`src/rtl/onfi_cmd_dispatch_if.sv`:
```
// onfi_cmd_dispatch_if
//   Bundles the host request channel, the sequencer command channel, the
//   NAND ready/busy line and the host response channel of onfi_cmd_dispatch.
//   slave  : dispatcher side (onfi_cmd_dispatch)
//   master : host + sequencer + NAND side (driver / testbench)
// Signals
//   req_valid/req_ready/req_op[1:0]/req_addr[7:0]/req_data[31:0] : host request
//   seq_start/seq_op[1:0]/seq_addr[7:0]/seq_data[31:0]/seq_done : sequencer
//   onfi_rbn                                                     : NAND R/B#, 0 = busy
//   rsp_valid/rsp_ready/rsp_op[1:0]/rsp_status[1:0]              : host response
//   busy                                                         : dispatcher activity
interface onfi_cmd_dispatch_if;
  logic        req_valid;
  logic        req_ready;
  logic [1:0]  req_op;
  logic [7:0]  req_addr;
  logic [31:0] req_data;

  logic        seq_start;
  logic [1:0]  seq_op;
  logic [7:0]  seq_addr;
  logic [31:0] seq_data;
  logic        seq_done;

  logic        onfi_rbn;

  logic        rsp_valid;
  logic        rsp_ready;
  logic [1:0]  rsp_op;
  logic [1:0]  rsp_status;

  logic        busy;

  modport slave (
    input  req_valid, req_op, req_addr, req_data, seq_done, onfi_rbn, rsp_ready,
    output req_ready, seq_start, seq_op, seq_addr, seq_data, rsp_valid, rsp_op,
           rsp_status, busy
  );

  modport master (
    output req_valid, req_op, req_addr, req_data, seq_done, onfi_rbn, rsp_ready,
    input  req_ready, seq_start, seq_op, seq_addr, seq_data, rsp_valid, rsp_op,
           rsp_status, busy
  );
endinterface

```
`src/rtl/onfi_cmd_dispatch.sv`:
```
// onfi_cmd_dispatch
//   Queues host feature/reset/status requests in a small FIFO and issues them
//   one at a time to an ONFI command sequencer. After the sequencer reports
//   completion, non-status ops wait tWB and then for R/B# to go ready; each op
//   ends with a response carrying its op code and a completion status
//   (0 OK, 1 R/B timeout, 2 sequencer timeout).
// Parameters
//   FIFO_DEPTH     : request queue entries (power of two, 2..16)
//   TWB_CYCLES     : cycles waited after seq_done before R/B# is sampled (>= 1)
//   TIMEOUT_CYCLES : limit for the wait-for-done and wait-for-ready phases
// Ports
//   onfi_clk : clock, all logic on posedge
//   onfi_rst : synchronous active-high reset
//   bus      : onfi_cmd_dispatch_if.slave (request, sequencer, R/B#, response, busy)
module onfi_cmd_dispatch #(
  parameter int unsigned FIFO_DEPTH     = 4,
  parameter int unsigned TWB_CYCLES     = 4,
  parameter int unsigned TIMEOUT_CYCLES = 1024
) (
  input  logic               onfi_clk,
  input  logic               onfi_rst,
  onfi_cmd_dispatch_if.slave bus
);

  localparam int unsigned PTR_W = $clog2(FIFO_DEPTH);
  localparam int unsigned CNT_W = PTR_W + 1;
  localparam int unsigned TMR_W = $clog2(TIMEOUT_CYCLES + 1);
  localparam int unsigned WB_W  = (TWB_CYCLES > 1) ? $clog2(TWB_CYCLES) : 1;
  localparam int unsigned ENT_W = 2 + 8 + 32;

  localparam logic [2:0] S_IDLE      = 3'd0;
  localparam logic [2:0] S_ISSUE     = 3'd1;
  localparam logic [2:0] S_WAIT_DONE = 3'd2;
  localparam logic [2:0] S_WAIT_WB   = 3'd3;
  localparam logic [2:0] S_WAIT_RB   = 3'd4;
  localparam logic [2:0] S_RESP      = 3'd5;

  localparam logic [1:0] OP_READ_STATUS = 2'd3;

  localparam logic [1:0] ST_OK     = 2'd0;
  localparam logic [1:0] ST_RB_TO  = 2'd1;
  localparam logic [1:0] ST_SEQ_TO = 2'd2;

  localparam logic [TMR_W-1:0] TMR_LAST = TMR_W'(TIMEOUT_CYCLES - 1);
  localparam logic [WB_W-1:0]  WB_LOAD  = WB_W'(TWB_CYCLES - 1);

  logic [2:0]       r_state;
  logic [TMR_W-1:0] r_timer;
  logic [WB_W-1:0]  r_wb_cnt;

  logic [1:0]       r_seq_op;
  logic [7:0]       r_seq_addr;
  logic [31:0]      r_seq_data;
  logic [1:0]       r_rsp_op;
  logic [1:0]       r_rsp_status;

  logic [ENT_W-1:0] r_mem [FIFO_DEPTH];
  logic [PTR_W-1:0] r_wr_ptr;
  logic [PTR_W-1:0] r_rd_ptr;
  logic [CNT_W-1:0] r_count;

  logic             w_req_ready;
  logic             w_push;
  logic             w_pop;
  logic [ENT_W-1:0] w_head;

  // Ready depends only on the stored count, so a pop in the same cycle
  // never opens a slot for a push while full. Forced low during reset.
  assign w_req_ready = !onfi_rst && (r_count < CNT_W'(FIFO_DEPTH));
  assign w_push      = bus.req_valid && w_req_ready;
  assign w_pop       = (r_state == S_ISSUE);
  assign w_head      = r_mem[r_rd_ptr];

  always_ff @(posedge onfi_clk) begin
    if (w_push) begin
      r_mem[r_wr_ptr] <= {bus.req_op, bus.req_addr, bus.req_data};
    end
  end

  always_ff @(posedge onfi_clk) begin
    if (onfi_rst) begin
      r_wr_ptr <= '0;
      r_rd_ptr <= '0;
      r_count  <= '0;
    end else begin
      if (w_push) r_wr_ptr <= r_wr_ptr + 1'b1;
      if (w_pop)  r_rd_ptr <= r_rd_ptr + 1'b1;
      case ({w_push, w_pop})
        2'b10:   r_count <= r_count + 1'b1;
        2'b01:   r_count <= r_count - 1'b1;
        default: ;
      endcase
    end
  end

  always_ff @(posedge onfi_clk) begin
    if (onfi_rst) begin
      r_state      <= S_IDLE;
      r_timer      <= '0;
      r_wb_cnt     <= '0;
      r_seq_op     <= '0;
      r_seq_addr   <= '0;
      r_seq_data   <= '0;
      r_rsp_op     <= '0;
      r_rsp_status <= '0;
    end else begin
      case (r_state)
        S_IDLE: begin
          // The head entry is latched here so seq_* are already valid while
          // seq_start is high; the entry itself is popped as ISSUE ends.
          if (r_count != '0) begin
            {r_seq_op, r_seq_addr, r_seq_data} <= w_head;
            r_state <= S_ISSUE;
          end
        end
        S_ISSUE: begin
          r_timer <= '0;
          r_state <= S_WAIT_DONE;
        end
        S_WAIT_DONE: begin
          // A done arriving on the last allowed cycle still counts as done.
          if (bus.seq_done) begin
            if (r_seq_op == OP_READ_STATUS) begin
              r_rsp_op     <= r_seq_op;
              r_rsp_status <= ST_OK;
              r_state      <= S_RESP;
            end else begin
              r_wb_cnt <= WB_LOAD;
              r_state  <= S_WAIT_WB;
            end
          end else if (r_timer == TMR_LAST) begin
            r_rsp_op     <= r_seq_op;
            r_rsp_status <= ST_SEQ_TO;
            r_state      <= S_RESP;
          end else if (r_timer != '1) begin
            r_timer <= r_timer + 1'b1;
          end
        end
        S_WAIT_WB: begin
          if (r_wb_cnt == '0) begin
            r_timer <= '0;
            r_state <= S_WAIT_RB;
          end else begin
            r_wb_cnt <= r_wb_cnt - 1'b1;
          end
        end
        S_WAIT_RB: begin
          // Ready seen on the timeout cycle wins over the timeout.
          if (bus.onfi_rbn) begin
            r_rsp_op     <= r_seq_op;
            r_rsp_status <= ST_OK;
            r_state      <= S_RESP;
          end else if (r_timer == TMR_LAST) begin
            r_rsp_op     <= r_seq_op;
            r_rsp_status <= ST_RB_TO;
            r_state      <= S_RESP;
          end else if (r_timer != '1) begin
            r_timer <= r_timer + 1'b1;
          end
        end
        S_RESP: begin
          if (bus.rsp_ready) r_state <= S_IDLE;
        end
        default: r_state <= S_IDLE;
      endcase
    end
  end

  assign bus.req_ready  = w_req_ready;
  assign bus.seq_start  = (r_state == S_ISSUE);
  assign bus.seq_op     = r_seq_op;
  assign bus.seq_addr   = r_seq_addr;
  assign bus.seq_data   = r_seq_data;
  assign bus.rsp_valid  = (r_state == S_RESP);
  assign bus.rsp_op     = r_rsp_op;
  assign bus.rsp_status = r_rsp_status;
  assign bus.busy       = (r_count != '0) || (r_state != S_IDLE);

endmodule
```
`src/flat_wrapper.sv`:
```
// flat-port wrapper written by rule: the top's interface ports become plain ports
module onfi_cmd_dispatch_flat 
#(
  parameter int unsigned FIFO_DEPTH     = 4,
  parameter int unsigned TWB_CYCLES     = 4,
  parameter int unsigned TIMEOUT_CYCLES = 1024
)
  (onfi_clk, onfi_rst, bus_req_valid, bus_req_op, bus_req_addr, bus_req_data, bus_seq_done, bus_onfi_rbn, bus_rsp_ready, bus_req_ready, bus_seq_start, bus_seq_op, bus_seq_addr, bus_seq_data, bus_rsp_valid, bus_rsp_op, bus_rsp_status, bus_busy);
  onfi_cmd_dispatch_if bus_i ();
  input  logic onfi_clk;
  input  logic onfi_rst;
  input wire logic [$bits(bus_i.req_valid)-1:0] bus_req_valid;
  input wire logic [$bits(bus_i.req_op)-1:0] bus_req_op;
  input wire logic [$bits(bus_i.req_addr)-1:0] bus_req_addr;
  input wire logic [$bits(bus_i.req_data)-1:0] bus_req_data;
  input wire logic [$bits(bus_i.seq_done)-1:0] bus_seq_done;
  input wire logic [$bits(bus_i.onfi_rbn)-1:0] bus_onfi_rbn;
  input wire logic [$bits(bus_i.rsp_ready)-1:0] bus_rsp_ready;
  output wire logic [$bits(bus_i.req_ready)-1:0] bus_req_ready;
  output wire logic [$bits(bus_i.seq_start)-1:0] bus_seq_start;
  output wire logic [$bits(bus_i.seq_op)-1:0] bus_seq_op;
  output wire logic [$bits(bus_i.seq_addr)-1:0] bus_seq_addr;
  output wire logic [$bits(bus_i.seq_data)-1:0] bus_seq_data;
  output wire logic [$bits(bus_i.rsp_valid)-1:0] bus_rsp_valid;
  output wire logic [$bits(bus_i.rsp_op)-1:0] bus_rsp_op;
  output wire logic [$bits(bus_i.rsp_status)-1:0] bus_rsp_status;
  output wire logic [$bits(bus_i.busy)-1:0] bus_busy;
  assign bus_i.req_valid = bus_req_valid;
  assign bus_i.req_op = bus_req_op;
  assign bus_i.req_addr = bus_req_addr;
  assign bus_i.req_data = bus_req_data;
  assign bus_i.seq_done = bus_seq_done;
  assign bus_i.onfi_rbn = bus_onfi_rbn;
  assign bus_i.rsp_ready = bus_rsp_ready;
  assign bus_req_ready = bus_i.req_ready;
  assign bus_seq_start = bus_i.seq_start;
  assign bus_seq_op = bus_i.seq_op;
  assign bus_seq_addr = bus_i.seq_addr;
  assign bus_seq_data = bus_i.seq_data;
  assign bus_rsp_valid = bus_i.rsp_valid;
  assign bus_rsp_op = bus_i.rsp_op;
  assign bus_rsp_status = bus_i.rsp_status;
  assign bus_busy = bus_i.busy;
  onfi_cmd_dispatch #(.FIFO_DEPTH(FIFO_DEPTH), .TWB_CYCLES(TWB_CYCLES), .TIMEOUT_CYCLES(TIMEOUT_CYCLES)) u_core (.onfi_clk(onfi_clk), .onfi_rst(onfi_rst), .bus(bus_i));
endmodule
```
`config.mk`:
```
export PLATFORM = sky130hd
export DESIGN_NAME = onfi_cmd_dispatch_flat
export DESIGN_NICKNAME = d
export VERILOG_FILES = /design/src/rtl/onfi_cmd_dispatch_if.sv /design/src/rtl/onfi_cmd_dispatch.sv /design/src/flat_wrapper.sv
export SDC_FILE = /design/constraint.sdc
export NUM_CORES = 1
export LEC_CHECK = 0
export CAP_MARGIN = 30
export CORE_MARGIN = 5
export CORE_UTILIZATION = 56
export DETAILED_ROUTE_END_ITERATION = 12
export GPL_TIMING_DRIVEN = 0
export PLACE_DENSITY_LB_ADDON = 0.08
export SYNTH_ARGS = -nofsm -noshare
export SYNTH_HDL_FRONTEND = slang
export SYNTH_SLANG_ARGS = --single-unit
```
`constraint.sdc`:
```
create_clock -name onfi_clk -period 2.65 [get_ports onfi_clk]
set_input_delay 0.795 -clock onfi_clk [delete_from_list [all_inputs] [get_ports onfi_clk]]
set_output_delay 0.795 -clock onfi_clk [all_outputs]
set_load 0.05 [all_outputs]
```
==> impl_metrics.tcl <==
set metrics [dict create \
    cp-start-kind "flop" \
    swShare 0.339 \
    cp_num_buf_inv 1 \
    avgViaCountPerCell 5.62 \
    max_slew.worst_pin.slew_ps 765 \
    clock_latency_ps 500 \
    slew-limit-headroom 0.486 \
    ff2ff_path_depth 8 \
    synth_top_cell_by_area "edfxtp_1" \
    fin_area_mm2 0.0113 \
    min_path_cells 2 \
    path_cells "clkdlybuf4s50_1" \
    synth_top_family_by_area "multiplexers" \
    post-route-period-util 0.977 \
    synthArstFlopShare 0 \
    rows 46 \
    r2r_slack_ps 400 \
    p_per_area_mw_per_mm2 1050 \
    syn2layout_area_growth_pct 23.7 \
    r2r-end "u_core.r_count[2]" \
    dr_wl_met3_um 1030 \
    seqPwrFrac 0.392 \
    grt_max_degree 24 \
    vias 5425 \
    critPathRequiredTime_ps 1860 \
    drt_iter0_markers 282 \
    yosys.area_share.simple 0.0928 \
    wl_met1_um 7610 \
    max_stage_delay_ps 850 \
    drv_slew 0 \
    path_class "flop to output pin" \
    synth_top_area_share 0.552 \
    grt_pass1_vias 5729 \
    synth-xor-area-share 0.00575 \
    max_freq_ghz 0.386 \
    finalSetupViolations 0 \
    hold_ws_ps 457 \
    worstHoldPathType "flop to flop" \
    synth_ff_type "edfxtp_1" \
    leakage_nw 3.68 \
    top_layer "met4" \
    dieHeight_um 138 \
    ys_seq_elements 237 \
    period_needed_ps 2590 \
    ys_seq_area_frac 0.703 \
    peakVddDrop_uv 881 \
    io_pins 98 \
    post_drt_wl_per_cell_um 19.5 \
    synth-warning-count 0 \
    portBuffers 97 \
    grt_use_total 0.205 \
    r2r_start "u_core.r_state[1]" \
    start_util 0.573 \
    avgSynthCellArea_um2 15.2 \
    ant_nets 0 \
    synth.distinct_cells 52 \
    htreeDepth 1 \
    muxShareOfSynthArea 0.111 \
    drt_wl_total_um 18800 \
    grt_overflow 0 \
    cts_buffers 24 \
    netlist_instances 602 \
    cts-root-buf "clkbuf_16" \
    netlist_area_mm2 0.00914 \
    synth_compound_area_frac 0.0545 \
    cp_max_fo 4 \
    synth_edf_count 168 \
    p_clk_frac 0.290 \
    syn_nets 658 \
    antenna_cells 0 \
    cp.arrival_ps 1790 \
    clk_pin_slew_worst_paths_ps 60 \
    die-area_mm2 0.0190 \
    dpl.hpwl_um 12200 \
    hold_viol_final 0 \
    nets 787 \
    gp_congestion 0.817 \
    drive_gt1_frac 0.156 \
    antenna_found_initial 0 \
    endpoint_kind "output pin" \
    drv_cap 0 \
    clockBufferDepth 3 \
    crit_family "buffers and inverters" \
    cts_hold_buf 0 \
    hp-start "u_core.bus.seq_data[15]" \
    drc 0 \
    p_int_mw 7.85 \
    worst_path_max_delay_cell "clkdlybuf4s50_1" \
    core_mm2 0.0159 \
    synth_area_leaders "edfxtp_1 55%, dfxtp_1 15%, mux4_2 10%" \
    fin_skew_ps 6.51 \
    dr_wl_met2_um 9740 \
    fp.dieW_um 138 \
    whs_endpoint "u_core.bus.seq_data[15]" \
    rsz0062_at_grt "no" \
    grt_pass1_wl_um 30000 \
    fillers 1071 \
    status "complete, no violations" \
    place_area_mm2 0.0105 \
    cts_tree "done" \
    p_comb_frac 0.318 \
    p_sw_mw 4.02 \
    cts.sinks 237 \
    yosys.area_share.adder 0.0118 \
    dr.pass1.iters 4 \
]
[cells in the final DEF (no fill, tap or decap), types with 4 or more instances in the layout]
master and instances:
a21oi_1 55, and3_2 4, buf_12 4, buf_2 12, buf_4 4, bufinv_16 4, clkbuf_1 28, clkbuf_16 25
clkdlybuf4s50_1 92, clkinv_2 5, dfxtp_1 69, edfxtp_1 168, ha_1 7, inv_1 13, mux2i_1 7, mux4_2 42
nand2_1 95, nand2b_1 12, nand3_1 4, nor2_1 12, nor2b_1 4, nor3_1 6, nor4_1 4, o21ai_0 8
or3_1 5
[cell usage after synthesis (2+ instances only)]
master	number
nand2b_1	12
nor4_1	4
or3_2	2
nor2b_1	4
nor4b_1	2
or4_1	2
ha_1	7
o41ai_1	3
inv_1	13
xor2_1	3
nor2_1	13
nor3_1	7
nand3_1	4
o21ai_0	8
a211oi_1	3
o211ai_1	2
buf_2	11
xnor2_1	3
clkbuf_1	23
or3b_2	2
dfxtp_1	69
o22ai_1	2
mux4_2	42
a21oi_1	55
mux2i_1	7
edfxtp_1	168
o31ai_1	3
or3_1	5
and3_1	6
nand2_1	95
[worst max-delay path by stage]
stage                    startpoint           endpoint  slack, ps  depth (start not counted)
2_1_floorplan     u_core.r_state[1]  u_core.r_count[2]          3                          8
3_3_place_gp               onfi_rst      bus_req_ready       -570                          3
3_5_place_dp               onfi_rst      bus_req_ready       -570                          3
4_1_cts           u_core.r_state[1]      bus_seq_start          3                          3
5_1_grt           u_core.r_state[1]      bus_rsp_valid          3                          5
6_report       u_core.bus.seq_op[0]      bus_seq_op[0]         60                          1
[cell families after synthesis]
kind of cell    after synthesis
xor+xnor                      6
simple gates                171
compound gates               84
mux                          49
flops                       237
buf+inv                      47
fa+ha+maj                     8
[through the flow]
stage               std cells  setup slack, ps  setup TNS (ps)  total power [mW]   util
global placement          915             -569          -80690              8.42  0.652
global route              965             2.93               0              12.4  0.709
detailed placement        919             -569          -30350              8.52  0.657
finish                    965             62.0               0              11.9  0.709
floorplan                 602             3.06               0              7.23      -
CTS                       963             2.83               0              12.0  0.708
[final cells by class]
cell class                      count  area (um2)  share of cell area
Clock inverter                     13         164              0.0145
Inverter                           13        48.8             0.00432
Multi-Input combinational cell    318        2540               0.225
Buffer                             34         143              0.0126
Tap cell                          216         270              0.0239
Timing Repair Buffer              103        1060              0.0936
Sequential cell                   237        6430               0.569
Clock buffer                       31         648              0.0573
[timing repair]
action / in CTS / in global routing
endpoints found under the setup margin: 4 / 33
buffers inserted: 0 / 2
pin swaps: 0 / 1
gates resized for setup: 22 / 4
[worst min-delay path: stages (launching register included)]
cell,delay (ps)
dfxtp_1,310
nand2_1,50
a21oi_1,50
[routing by layer]
metal | GRT usage | vias to the layer above
li1 | - | 2526
met1 | 0.266 | 2721
met2 | 0.359 | 146
met3 | 0.0354 | 32
met4 | 0.0604 | 0
met5 | 0 | -
[power groups by stage]
stage	Sequential, mW	Clock, mW	Combinational, mW
finish	4.65	3.44	3.78
global route	4.70	3.68	4.07
CTS	4.65	3.51	3.81
detailed placement	4.73	0	3.79
global placement	4.71	0	3.71
floorplan	5.62	0	1.61
[registers in the layout, summed over array words and instances, names as in the netlist]
register	cells
u_core.bus.rsp_op	2
u_core.bus.rsp_status	2
u_core.bus.seq_addr	8
u_core.bus.seq_data	32
u_core.bus.seq_op	2
u_core.r_count	3
u_core.r_mem	168
u_core.r_rd_ptr	2
u_core.r_state	3
u_core.r_timer	11
u_core.r_wb_cnt	2
u_core.r_wr_ptr	2
Power figures use the tool's default switching activity.
